==> config.mk <==
export PLATFORM = sky130hd
export DESIGN_NAME = fp_from_fixed
export DESIGN_NICKNAME = d
export VERILOG_FILES = /design/src/rtl/fp_from_fixed_pkg.sv /design/src/rtl/fp_round_pack.sv /design/src/rtl/fp_from_fixed.sv
export SDC_FILE = /design/constraint.sdc
export NUM_CORES = 1
export LEC_CHECK = 0
export BUFFER_PORTS_ARGS = -buffer_cell sky130_fd_sc_hd__buf_4
export CORE_MARGIN = 3
export CORE_UTILIZATION = 45
export CTS_CLUSTER_SIZE = 25
export DETAILED_ROUTE_END_ITERATION = 10
export PLACE_DENSITY = 0.67
export SYNTH_ARGS = -nofsm -noshare
export SYNTH_HDL_FRONTEND = slang
export SYNTH_SLANG_ARGS = --single-unit
==> constraint.sdc <==
create_clock -name clk -period 2.45 [get_ports clk]
set_input_delay 0.245 -clock clk [delete_from_list [all_inputs] [get_ports clk]]
set_output_delay 0.245 -clock clk [all_outputs]
set_load 0.02 [all_outputs]
==> src/rtl/fp_from_fixed_pkg.sv <==
// Shared FP definitions for the fixed-to-float converter: class flag indices,
// exponent limits derived from the exponent width, and converter FSM states.
package fp_from_fixed_pkg;

  localparam int unsigned NTYPES    = 6;
  localparam int unsigned ZERO      = 0;
  localparam int unsigned SUBNORMAL = 1;
  localparam int unsigned NORMAL    = 2;
  localparam int unsigned INFINITY  = 3;
  localparam int unsigned QNAN      = 4;
  localparam int unsigned SNAN      = 5;

  function automatic int fp_bias(input int unsigned nexp);
    return (1 << (nexp - 1)) - 1;
  endfunction

  function automatic int fp_emax(input int unsigned nexp);
    return fp_bias(nexp);
  endfunction

  function automatic int fp_emin(input int unsigned nexp);
    return 1 - fp_bias(nexp);
  endfunction

  typedef enum logic [2:0] {
    S_IDLE,
    S_NORM,
    S_DENORM,
    S_ROUND,
    S_DONE
  } state_t;

endpackage

==> src/rtl/fp_round_pack.sv <==
// Round-to-nearest-even on a normalised significand, then pack {sign, exp, sig}
// and classify the result. Purely combinational.
module fp_round_pack
  import fp_from_fixed_pkg::*;
#(
  parameter int unsigned NEXP = 5,
  parameter int unsigned NSIG = 10,
  parameter int unsigned EW   = 8
) (
  input  logic                 sign,
  input  logic signed [EW-1:0] exp,
  input  logic [NSIG:0]        sig,
  input  logic                 guard,
  input  logic                 sticky,
  output logic [NEXP+NSIG:0]   data_c,
  output logic [NTYPES-1:0]    flags_c,
  output logic                 inexact_c
);

  localparam int BIAS = fp_bias(NEXP);
  localparam logic signed [EW-1:0] EMAX_W = EW'(fp_emax(NEXP));

  logic                 inc;
  logic [NSIG+1:0]      sum;
  logic [NSIG:0]        sig_r;
  logic signed [EW-1:0] exp_r;

  always_comb begin
    inc       = guard & (sticky | sig[0]);
    sum       = {1'b0, sig} + (NSIG+2)'(inc);
    sig_r     = sum[NSIG:0];
    exp_r     = exp;
    data_c    = '0;
    flags_c   = '0;
    inexact_c = guard | sticky;
    // carry out of the significand renormalises to 1.0 at the next exponent
    if (sum[NSIG+1]) begin
      sig_r = {1'b1, {NSIG{1'b0}}};
      exp_r = exp + EW'(1);
    end
    if (exp_r > EMAX_W) begin
      data_c            = {sign, {NEXP{1'b1}}, {NSIG{1'b0}}};
      flags_c[INFINITY] = 1'b1;
    end else if (!sig_r[NSIG]) begin
      data_c = {sign, {NEXP{1'b0}}, sig_r[NSIG-1:0]};
      if (sig_r == '0) flags_c[ZERO] = 1'b1;
      else             flags_c[SUBNORMAL] = 1'b1;
    end else begin
      data_c          = {sign, NEXP'(exp_r + EW'(BIAS)), sig_r[NSIG-1:0]};
      flags_c[NORMAL] = 1'b1;
    end
  end

endmodule

==> src/rtl/fp_from_fixed.sv <==
// Signed fixed-point to floating-point converter: iterative one-bit-per-cycle
// normalise/denormalise, then a single round-and-pack cycle. One op in flight.
module fp_from_fixed
  import fp_from_fixed_pkg::*;
#(
  parameter int unsigned NEXP = 5,
  parameter int unsigned NSIG = 10,
  parameter int unsigned NINT = 16,
  parameter int unsigned FRAC = 0
) (
  input  logic                   clk,
  input  logic                   reset,
  input  logic                   in_valid,
  output logic                   in_ready,
  input  logic [NINT-1:0]        in_data,
  output logic                   out_valid,
  input  logic                   out_ready,
  output logic [NEXP+NSIG:0]     out_data,
  output logic [NTYPES-1:0]      out_flags,
  output logic                   out_inexact
);

  localparam int unsigned EW = $clog2(NINT + FRAC + (1 << NEXP)) + 2;
  localparam logic signed [EW-1:0] EMIN_W   = EW'(fp_emin(NEXP));
  localparam logic signed [EW-1:0] EXP_INIT = EW'(int'(NINT) - 1 - int'(FRAC));

  state_t               state, state_n;
  logic [NINT-1:0]      mag, mag_n;
  logic signed [EW-1:0] exp, exp_n;
  logic                 sign, sign_n;
  logic                 sticky, sticky_n;
  logic [NEXP+NSIG:0]   out_data_n;
  logic [NTYPES-1:0]    out_flags_n;
  logic                 out_inexact_n;

  logic [NINT+NSIG+1:0] ext;
  logic [NEXP+NSIG:0]   rp_data_c;
  logic [NTYPES-1:0]    rp_flags_c;
  logic                 rp_inexact_c;

  // magnitude padded with zeros so short input words still yield sig/guard
  assign ext = {mag, {(NSIG+2){1'b0}}};

  fp_round_pack #(
    .NEXP (NEXP),
    .NSIG (NSIG),
    .EW   (EW)
  ) u_round_pack (
    .sign      (sign),
    .exp       (exp),
    .sig       (ext[NINT+NSIG+1:NINT+1]),
    .guard     (ext[NINT]),
    .sticky    (sticky | (|ext[NINT-1:0])),
    .data_c    (rp_data_c),
    .flags_c   (rp_flags_c),
    .inexact_c (rp_inexact_c)
  );

  always_ff @(posedge clk or posedge reset) begin
    if (reset) begin
      state       <= S_IDLE;
      mag         <= '0;
      exp         <= '0;
      sign        <= 1'b0;
      sticky      <= 1'b0;
      in_ready    <= 1'b1;
      out_valid   <= 1'b0;
      out_data    <= '0;
      out_flags   <= '0;
      out_inexact <= 1'b0;
    end else begin
      state       <= state_n;
      mag         <= mag_n;
      exp         <= exp_n;
      sign        <= sign_n;
      sticky      <= sticky_n;
      in_ready    <= (state_n == S_IDLE);
      out_valid   <= (state_n == S_DONE);
      out_data    <= out_data_n;
      out_flags   <= out_flags_n;
      out_inexact <= out_inexact_n;
    end
  end

  always_comb begin
    state_n       = state;
    mag_n         = mag;
    exp_n         = exp;
    sign_n        = sign;
    sticky_n      = sticky;
    out_data_n    = out_data;
    out_flags_n   = out_flags;
    out_inexact_n = out_inexact;
    case (state)
      S_IDLE: begin
        if (in_valid) begin
          sign_n   = in_data[NINT-1];
          mag_n    = in_data[NINT-1] ? -in_data : in_data;
          sticky_n = 1'b0;
          // zero skips normalisation; EMIN keeps the pack stage on the +0 path
          if (mag_n == '0) begin
            sign_n  = 1'b0;
            exp_n   = EMIN_W;
            state_n = S_ROUND;
          end else begin
            exp_n   = EXP_INIT;
            state_n = S_NORM;
          end
        end
      end
      S_NORM: begin
        if (!mag[NINT-1]) begin
          mag_n = mag << 1;
          exp_n = exp - EW'(1);
        end else begin
          state_n = (exp < EMIN_W) ? S_DENORM : S_ROUND;
        end
      end
      S_DENORM: begin
        mag_n    = mag >> 1;
        sticky_n = sticky | mag[0];
        exp_n    = exp + EW'(1);
        if (exp_n == EMIN_W) state_n = S_ROUND;
      end
      S_ROUND: begin
        out_data_n    = rp_data_c;
        out_flags_n   = rp_flags_c;
        out_inexact_n = rp_inexact_c;
        state_n       = S_DONE;
      end
      S_DONE: begin
        if (out_ready) state_n = S_IDLE;
      end
      default: state_n = S_IDLE;
    endcase
  end

endmodule

; Yosys cells after proc, flatten, opt, wreduce, memory -nomap -nowiden
; Cells that the tools add are included.
[word_totals]
wordCells = 70
regBits = 52
[classes]
mux = 28
n_reduce_logical = 11
n_bitwise = 5
n_eq_ne = 8
n_lt_le_gt_ge = 2
addsub = 5
[ops]
columns = operator, n
row1 = $mux 16, 3
row2 = $pmux 16 s3, 1
row3 = $mux 8, 4
row4 = $mux 15, 2
row5 = $pmux 8 s3, 1
row6 = $logic_not 16->1, 1
row7 = $neg 16->16, 1
row8 = $mux 3, 5
row9 = $pmux 3 s5, 1
row10 = $add 11x1->12, 1
row11 = $logic_not 11->1, 1
row12 = $mux 11, 1
row13 = $add 8x2->8 const B, 1
row14 = $eq 8x5->1 const B, 1
row15 = $gt 8x5->1 const B, 1
row16 = $lt 8x5->1 const B, 1
row17 = $sub 8x2->8 const B, 1
row18 = $mux 1, 7
row19 = $eq 3x2->1 const B, 2
row20 = $eq 3x3->1 const B, 2
row21 = $logic_not 3->1, 2
row22 = $reduce_and 2->1, 3
row23 = $add 5x5->5 const B, 1
row24 = $mux 2, 2
row25 = 9 further kinds, 13

; Logic depth before layout (Yosys ltp)
; Gate-level depths: netlist of run 1.
[depth]
ltp_word = 10
depth_mapped = 13
depth_no_buf = 12

; By module
; From an unflattened synthesis of run 1, not the netlist that was laid out.
[unflattened]
hier_cells = 427
hier_area_um2 = 3834.9
[modules_own_cells]
columns = module, area_each_um2, instances, cells_each
row1 = fp_from_fixed, 3176.8, 1, 335
row2 = fp_round_pack, 658.1, 1, 92

; Worst setup path after synthesis of run 1
; OpenSTA, ideal clock, no wires.
[synth_timing]
path_type = register -> register
startpoint = register mag[0]
endpoint = register out_flags[0]
required_time_ps = 2329
stages_incl_launch_ff = 13
setup_time_ps = 121
t_arrival_ps = 2365
slack_ps = -36
path_buffers = 0
path_cell_list = dfrtp_1 -> nor3_1 -> nand2_1 -> o21a_1 -> ha_1 -> ha_1 -> nand3_1 -> nor3_1 -> and3_1 -> nor2b_1 -> a21oi_1 -> nor3_1 -> a22o_1
[synth_via]
elab_chain_len = 10
[synth_rtl]
columns = item, line_no
row1 = from (decl), fp_from_fixed.sv:28  ; logic [NINT-1:0] mag, mag_n;
row2 = from (signal assigned), fp_from_fixed.sv:73  ; mag <= mag_n;
row3 = $reduce_or 4->1 (*), fp_from_fixed.sv:53  ; .sticky (sticky | (|ext[NINT-1:0])),
row4 = $or 1x1->1 (*), fp_from_fixed.sv:53
row5 = $or 1x1->1 (*), fp_round_pack.sv:29  ; inc = guard & (sticky | sig[0]);
row6 = $and 1x1->1 (*), fp_round_pack.sv:29
row7 = $add 11x1->12 (*), fp_round_pack.sv:30  ; sum = {1'b0, sig} + (NSIG+2)'(inc);
row8 = "parallel branches: the longest is 4 deep, another holds $gt 8x5->1", n/a
row9 = $mux 3 (*), fp_round_pack.sv:41  ; if (exp_r > EMAX_W) begin
row10 = to (signal assigned), fp_from_fixed.sv:80  ; out_flags <= out_flags_n;
row11 = to (decl), fp_from_fixed.sv:19  ; output logic [NTYPES-1:0] out_flags,
; Mark *: on every way between the ends.
; A chain may end at the register's enable or synchronous reset.

; Worst setup path in the final report of run 1
[layout_timing]
startpoint = register mag[2]
endpoint = register out_flags[0]
; The elaborated chain is that of the path after synthesis.

==> results of run 1 <==
## per-layer routing
layer	routed length, um	vias to the layer above	global-route usage, %
met5	0	-	0
li1	-	1817	-
met1	4730	1709	30.3
met4	135	0	4.79
met2	4300	116	29.5
met3	514	14	2.57
## power by group
| group | internal [mW] | switching (mW) | leakage (nW) | total, mW |
|---|---|---|---|---|
| Sequential | 1.27 | 0.355 | 0.648 | 1.62 |
| Combinational | 1.61 | 2.18 | 1.26 | 3.79 |
| Clock | 0.409 | 0.290 | 0.0654 | 0.698 |
## state kept, by name (all words and copies together), names as in the netlist
signal       flops
in_ready         1
mag             16
out_inexact      1
out_data        16
sticky           1
out_valid        1
out_flags        4
state            3
sign             1
exp              8
## path summary, 6_finish.rpt
| kind | to |
|---|---|
| max reg2reg | out_flags[0] |
| max in group asynchronous | in_ready |
| min | out_valid |
| min in group asynchronous | out_data[1] |
| min reg2reg | out_data[6] |
| max | out_flags[0] |
## repair_timing
action	in CTS	in global routing
pin swaps	1	13
hold buffers	1	0
endpoints found under the hold margin	51	0
resized for setup	1	15
setup endpoints to repair	2	11
buffers inserted	2	5
## cell usage in the layout, fill, tap and decap left out, drive strengths merged, types with 3 or more instances in the layout
cell type / netlist / final
nand2: 65 / 65
nor3: 23 / 23
a222oi: 9 / 9
dfrtp: 51 / 51
o31ai: 11 / 11
nor2b: 8 / 8
nand4b: 3 / 3
or3: 5 / 5
nand3: 13 / 13
a31oi: 7 / 7
nor2: 35 / 35
inv: 9 / 9
ha: 7 / 7
a21oi: 26 / 26
mux2i: 3 / 3
buf: 8 / 91
o211ai: 6 / 6
xor2: 12 / 12
o21ai: 45 / 45
nor4: 6 / 6
xnor2: 16 / 16
a32oi: 3 / 3
nand4: 3 / 3
a221oi: 7 / 7
clkbuf: 33 / 6
and3: 5 / 5
a22o: 3 / 3
a41oi: 3 / 3
mux2: 4 / 4
## kinds of logic after synthesis
logic type,Yosys count,synth area share (%)
fa+ha+maj,7,2.29
mux,7,1.97
flops,52,34.1
buf+inv,50,5.54
other cells,1,0.0983
compound gates,137,24.8
xor+xnor,28,6.43
simple gates,184,24.8
## worst min-delay path, delay by kind of cell
kind / cells / cell delay (ps)
buffers and inverters: 1 / 80
AND/OR/NAND/NOR: 2 / 160
## cell type report
| class | count | area, um2 |
|---|---|---|
| flip-flops and latches | 52 | 1300 |
| clock buffers | 6 | 72.6 |
| repair buffers | 92 | 709 |
| fillers | 724 | 3280 |
| well taps | 102 | 128 |
| inverters | 9 | 33.8 |
| multi-input cells | 365 | 2390 |
| clock inverters | 2 | 60.1 |
==> results_dict.tcl, run 1 <==
set metrics [dict create \
    placed_area_um2 4420 \
    root_buffer "clkbuf_8" \
    crit_start "mag[2]" \
    antennaDiodeCount 0 \
    die_y_um 98.1 \
    wl_um 9680 \
    initial_core_util_pct 47.9 \
    hold_depth 3 \
    synthFlopType "dfrtp_1" \
    tightestPinTransition_ps 1020 \
    p_leak_nw 1.97 \
    syn_inst 466 \
    place_ws_ps -22.3 \
    power_mw 6.11 \
    layout_setup_ws_ps 144 \
    grt_usage_pct 19.8 \
    yosys_warnings 0 \
    synth_edf_count 0 \
    synth_common_cells "nand2_1 (64), dfrtp_1 (51), o21ai_0 (41)" \
    grt_max_degree 53 \
    critPathKind "flip-flop to flip-flop" \
    syn2layout_area_growth_pct 23.0 \
    syn_avg_cell_area_um2 8.19 \
    dr.pass1.iters 5 \
    cts_tree "built" \
    synth_top_area_share_pct 33.4 \
    cp_cell_sequence "nor3_2, nand2_1, o21a_1, ha_4, nand4_1, buf_4, nor2_1, and4_1, xnor2_2, o21ai_1, nor3_2, a22o_1" \
    instances_no_fill 628 \
    relSlewSlack_pct 31.9 \
    final_max_slew_viol_count 0 \
    detailed_place_hpwl_um 7180 \
    core_um2 7970 \
    clk_pin_slew_worst_paths_ps 90 \
    rr_worst_depth 12 \
    setup_viol 0 \
    hold_path_class "input port to flip-flop" \
    place_inst 612 \
    reg2reg_from "mag[2]" \
    grt_pass1_wl_um 16100 \
    worst-path-buf-inv 1 \
    worst_ir_drop_vdd_mv 0.579 \
    worst-path-stages 12 \
    worst_path_max_delay_cell "dfrtp_1" \
    netlist_area_um2 3820 \
    clock-sinks 52 \
    endpoint_kind "flip-flop" \
    worst_path_most_repeated_cell "nor3_2" \
    synth-async-reset-ratio_pct 100 \
    ioPinCount 45 \
    portBuffers 42 \
    cp_slowest_stage_delay_ps 400 \
    viasPerCell 5.82 \
    status "complete, no violations" \
    crit_family "simple AND/OR/NAND/NOR gates" \
    cts.htree.levels 2 \
    ys_ff_latch 52 \
    layout-drive-gt1-share_pct 25.5 \
    num_vias 3656 \
    final_hold_viol_count 0 \
    final_core_util_pct 58.9 \
    min-delay-start "out_ready" \
    yosysTopAreaCell "dfrtp_1" \
    yosys-top-cells-area "dfrtp_1 (33%), nand2_1 (6.3%), o21ai_0 (5.4%)" \
    rsz0062_at_grt "true" \
    power-per-cell-area_nw_per_um2 1300 \
    fin_area_um2 4690 \
    synth_seq_area_share_pct 34.1 \
    ant_nets 0 \
    cts_made_buffers 5 \
    crit_fanout 3 \
    grt_pass1_vias 3255 \
    gp_congestion 0.923 \
    antenna_found_initial 0 \
    cp.arrival_ps 2550 \
    period_share_pct 94.1 \
    synth.distinct_cells 64 \
    fin_tns_setup_ps 0 \
    max_freq_mhz 434 \
    clk_latency_ps 300 \
    timing.final.crit_period_ps 2310 \
    fin_skew_ps 6.56 \
    synth.most_common_cell "nand2_1" \
    drc 0 \
    row_count 32 \
    die_x_um 98.1 \
    cp_data_required_time_ps 2700 \
    first_iter_violations 255 \
    finalNetCount 552 \
    grt.overflow.total 0 \
    cp-start-kind "flip-flop" \
    clk_path_buf_depth 2 \
    ff2ff_setup_slack_ps 140 \
    dieArea_um2 9620 \
    wl_per_cell_um 15.4 \
    cap_violations 0 \
    holdWs_ps 212 \
]
Power figures use the tool's default switching activity.
==> inputs of run 2 (changes only) <==
CTS_BUF_LIST = sky130_fd_sc_hd__clkbuf_16   (was unset)
PLACE_DENSITY = unset   (was 0.67)
clock period = 2.85 ns   (was 2.45 ns; I/O delays follow)
==> run 2 against run 1 <==
Net effect: routed wire length shrank 1.1%; utilization is 3.8 points lower; power shrank 18%; worst setup slack better by 120 ps; sequential power shrank 4%; register-to-register slack improved by 120 ps.
==> results_dict.tcl, run 2 (synthesis results as in run 1) <==
set metrics [dict create \
    status "complete, no violations" \
    grt_util_met2_pct 29.3 \
    timing.final.crit_period_ps 2590 \
    final_core_util_pct 55.1 \
    cts_made_buffers 5 \
    reg2reg_to "out_data[12]" \
    worstSetupEndpoint "out_data[12]" \
    finalNetCount 520 \
    ff_latch_area_um2 1300 \
    grt_most_used_layer "met1" \
    clk_latency_ps 290 \
    ant_nets 0 \
    antennaDiodeCount 0 \
    initial_core_util_pct 47.9 \
    cts.htree.levels 2 \
    mostFrequentLayoutCells "nand2_1 (64), buf_4 (60), dfrtp_1 (51)" \
    detailed_place_hpwl_um 7140 \
    layout_setup_ws_ps 260 \
    p_leak_nw 1.81 \
    drc 0 \
    grtUsageMet3_pct 2.79 \
    fill_cells 778 \
    endpoint_kind "flip-flop" \
    gp_congestion 0.858 \
    grt.overflow.total 0 \
    hold_path_class "input port to async pin" \
    syn2layout_area_growth_pct 15.1 \
    setup_viol 0 \
    cts_setup_buffers 0 \
    cts_resized 0 \
    wl_per_cell_um 16.1 \
    max_freq_mhz 386 \
    cp_data_required_time_ps 3060 \
    layout-drive-gt1-share_pct 18.8 \
    cts_tree "built" \
    reg.largest.list "mag: 16 flops, out_data: 16 flops, exp: 8 flops" \
    clk_path_buf_depth 2 \
    final_max_slew_viol_count 0 \
    core_um2 7970 \
    power_mw 4.99 \
    cap_violations 0 \
    die_x_um 98.1 \
    tightestPinTransition_ps 556 \
    power-per-cell-area_nw_per_um2 1140 \
    fin_tns_setup_ps 0 \
    ioPinCount 45 \
    clock-sinks 52 \
    place_inst 588 \
    crit_start "mag[0]" \
    first_iter_violations 267 \
    relSlewSlack_pct 62.9 \
    grt_usage_pct 19.6 \
    row_count 32 \
    root_buffer "clkbuf_16" \
    multi_input_area_um2 2310 \
    grtUsageMet1_pct 30.3 \
    grt_max_degree 29 \
    die_y_um 98.1 \
    cts-hold-fix-buffers 0 \
    grt_pass1_vias 3125 \
    fin_skew_ps 8.14 \
    period_share_pct 90.9 \
    critPathKind "flip-flop to flip-flop" \
    cp.arrival_ps 2800 \
    instances_no_fill 596 \
    dr.pass1.iters 6 \
    final_common_cell "nand2_1" \
    viasPerCell 5.96 \
    crit_fanout 7 \
    num_vias 3550 \
    reg2reg_from "mag[0]" \
    antenna_found_initial 0 \
    place_ws_ps 161 \
    cp-start-kind "flip-flop" \
    final_hold_viol_count 0 \
    rr_worst_depth 13 \
    worst_ir_drop_vdd_mv 0.565 \
    wl_um 9580 \
    clk_pin_slew_worst_paths_ps 70 \
    dieArea_um2 9620 \
    ff2ff_setup_slack_ps 260 \
    grt_pass1_wl_um 15800 \
    rsz0062_at_grt "false" \
    portBuffers 42 \
]
run 2: final cells by class:
class / instances / area share (%)
multi-input cells: 365 / 52.6
flip-flops and latches: 52 / 29.6
repair buffers: 60 / 10.3
well taps: 102 / 2.91
clock buffers: 5 / 2.85
clock inverters: 3 / 0.968
inverters: 9 / 0.769
run 2: metrics by stage:
step	hold WS, ps	cell area, um2
5_1_grt	82.1	4390
6_report	25.6	4390
3_5_place_dp	363	4230
2_1_floorplan	434	3820
4_1_cts	48.0	4390
3_3_place_gp	362	4230
run 2: power breakdown:
part / internal (mW) / leakage (nW) / switching, mW
registers: 1.09 / 0.648 / 0.457
logic: 1.14 / 1.08 / 1.62
clock network: 0.413 / 0.0798 / 0.271
run 2: critical path, cell delays in order, from the launching register on:
cell	delay, ps
dfrtp_1	410
nor3_1	190
nand2_1	110
o21a_1	180
ha_1	200
ha_1	230
nand3_1	180
nor3_1	100
and3_1	200
nor2b_1	120
a21oi_1	150
buf_4	160
nand3_1	100
o21ai_0	180
run 2: per-layer routing:
layer | share of wire [%] | up-vias
met3 | 5.7 | 7
met1 | 49 | 1669
li1 | - | 1756
met4 | 0.88 | 0
met2 | 45 | 118
met5 | 0 | -
run 2: worst min-delay path by stage:
stage	startpoint	endpoint	slack [ps]	cells past startpoint
after floorplan	sign	sign	430	2
after global placement	reset	out_data[4]	360	2
after detailed placement	reset	out_data[6]	360	2
after CTS	reset	out_data[6]	50	2
after global routing	reset	out_data[2]	80	2
final	reset	out_data[6]	30	2
==> inputs of run 3 (changes only) <==
SYNTH_HIERARCHICAL = 1   (was unset)
==> run 3 against run 2 <==
Net effect: worst setup slack better by 59 ps; sequential power decreased by 3%; utilization shrank 1.4 points; critical path depth shrank 5; synthesized cell count shrank 8.4%.
==> results_dict.tcl, run 3 <==
set metrics [dict create \
    status "complete, no violations" \
    detailed_place_hpwl_um 6660 \
    cts_made_buffers 5 \
    clk_latency_ps 290 \
    synth_common_cells "dfrtp_1 (53), nand2_1 (44), nor2_1 (31), o21ai_0 (31)" \
    cts_tree "built" \
    power_mw 4.95 \
    max_freq_mhz 395 \
    tightestPinTransition_ps 719 \
    grt.overflow.total 0 \
    synth_seq_area_share_pct 35.3 \
    antennaDiodeCount 0 \
    ioPinCount 45 \
    wl_um 9260 \
    place_inst 563 \
    grt_most_used_layer "met2" \
    holdWs_ps 189 \
    cp.arrival_ps 2710 \
    grt_util_met2_pct 29.5 \
    endpoint_kind "flip-flop" \
    clk_pin_slew_worst_paths_ps 70 \
    cp_data_required_time_ps 3030 \
    final_hold_viol_count 0 \
    grt_max_degree 55 \
    gp_congestion 0.850 \
    hold_path_class "input port to async pin" \
    fin_area_um2 4440 \
    num_vias 3338 \
    cts.htree.levels 2 \
    critPathKind "flip-flop to flip-flop" \
    placed_area_um2 4290 \
    fin_skew_ps 8.94 \
    cp-start-kind "flip-flop" \
    core_um2 8260 \
    cts_setup_buffers 0 \
    clk_path_buf_depth 2 \
    yosys_warnings 6 \
    cp_slowest_stage_delay_ps 500 \
    synth-async-reset-ratio_pct 100 \
    grtUsageMet1_pct 28.3 \
    root_buffer "clkbuf_16" \
    die_y_um 98.3 \
    initial_core_util_pct 46.4 \
    worst_path_most_repeated_cell "nand4_1" \
    dr.pass1.iters 6 \
    cap_violations 0 \
    power-per-cell-area_nw_per_um2 1120 \
    drc 0 \
    final_core_util_pct 53.7 \
    antenna_found_initial 0 \
    synth_edf_count 0 \
    cts-hold-fix-buffers 0 \
    timing.final.crit_period_ps 2530 \
    syn_inst 427 \
    portBuffers 44 \
    clock-sinks 54 \
    syn_avg_cell_area_um2 8.98 \
    worst_ir_drop_vdd_mv 0.375 \
    dieArea_um2 9670 \
    syn2layout_area_growth_pct 15.7 \
    synth.distinct_cells 67 \
    reg.largest.list "mag: 16 flops, out_data: 16 flops, exp: 8 flops" \
    setup_viol 0 \
    finalNetCount 491 \
    grt_pass1_wl_um 15600 \
    synth.most_common_cell "dfrtp_1" \
    grt_usage_pct 19.5 \
    synthFlopType "dfrtp_1" \
    mostFrequentLayoutCells "buf_4 (64), dfrtp_1 (53), nand2_1 (44)" \
    p_leak_nw 1.86 \
    yosysTopAreaCell "dfrtp_1" \
    fin_tns_setup_ps 0 \
    ant_nets 0 \
    grt_pass1_vias 3070 \
    die_x_um 98.3 \
    rsz0062_at_grt "false" \
    final_common_cell "buf_4" \
    layout_setup_ws_ps 319 \
    viasPerCell 5.85 \
    crit_fanout 12 \
    layout-drive-gt1-share_pct 25.8 \
    synth_top_area_share_pct 34.6 \
    first_iter_violations 331 \
    netlist_area_um2 3830 \
    cts_resized 0 \
    ys_ff_latch 54 \
    yosys-top-cells-area "dfrtp_1 (35%), mux2_2 (7.0%), xnor2_1 (4.8%)" \
    period_share_pct 88.8 \
    place_ws_ps 184 \
    row_count 33 \
    relSlewSlack_pct 51.6 \
    worst_path_max_delay_cell "dfrtp_1" \
    grtUsageMet3_pct 3.93 \
    final_max_slew_viol_count 0 \
    cp_cell_sequence "nand4_1, nor3_4, nand4_1, o21a_1, nor4_4, buf_4, nor2_1, mux2_2" \
    wl_per_cell_um 16.2 \
    instances_no_fill 571 \
]
run 3: report_power, final:
group,switching (mW),internal [mW]
Clock,0.280,0.326
Combinational,1.60,1.25
Sequential,0.379,1.12
run 3: logic make-up after synthesis:
| group | synth area share, % |
|---|---|
| other cells | 0.0978 |
| mux | 7.31 |
| compound gates | 20.3 |
| flops | 35.3 |
| simple gates | 22.5 |
| buf+inv | 5.02 |
| xor+xnor | 7.54 |
| fa+ha+maj | 1.96 |
run 3: worst paths after layout:
| kind | startpoint | to | slack [ps] | depth (start not counted) |
|---|---|---|---|---|
| worst min-delay path | reset | out_data[5] | 190 | 3 |
| worst max register to register | mag[7] | out_data[5] | 320 | 8 |
| worst max-delay path | mag[7] | out_data[5] | 320 | 8 |
| min in group clk | out_ready | out_valid | 270 | 3 |
| max in group asynchronous | reset | state[0] | 2190 | 3 |
| worst min register to register | out_data[11] | out_data[11] | 510 | 1 |
run 3: cell type report:
type                    count  area [um2]
fillers                   785        3820
flip-flops and latches     54        1350
well taps                 105         131
multi-input cells         333        2300
inverters                   7        26.3
clock buffers               5         125
clock inverters             3        21.3
repair buffers             64         480
run 3: worst max-delay path, delay by kind of cell, from the launching register on:
kind | cells | cell delay, ps
flops | 1 | 500
mux | 1 | 260
simple gates | 5 | 1160
buf+inv | 1 | 260
compound gates | 1 | 240
run 3: metal layers:
metal | vias up | wire length, um | part of all wire (%)
met5 | - | 0 | 0
met4 | 0 | 110 | 1.2
met3 | 9 | 586 | 6.3
met2 | 105 | 4220 | 46
met1 | 1575 | 4340 | 47
li1 | 1649 | - | -
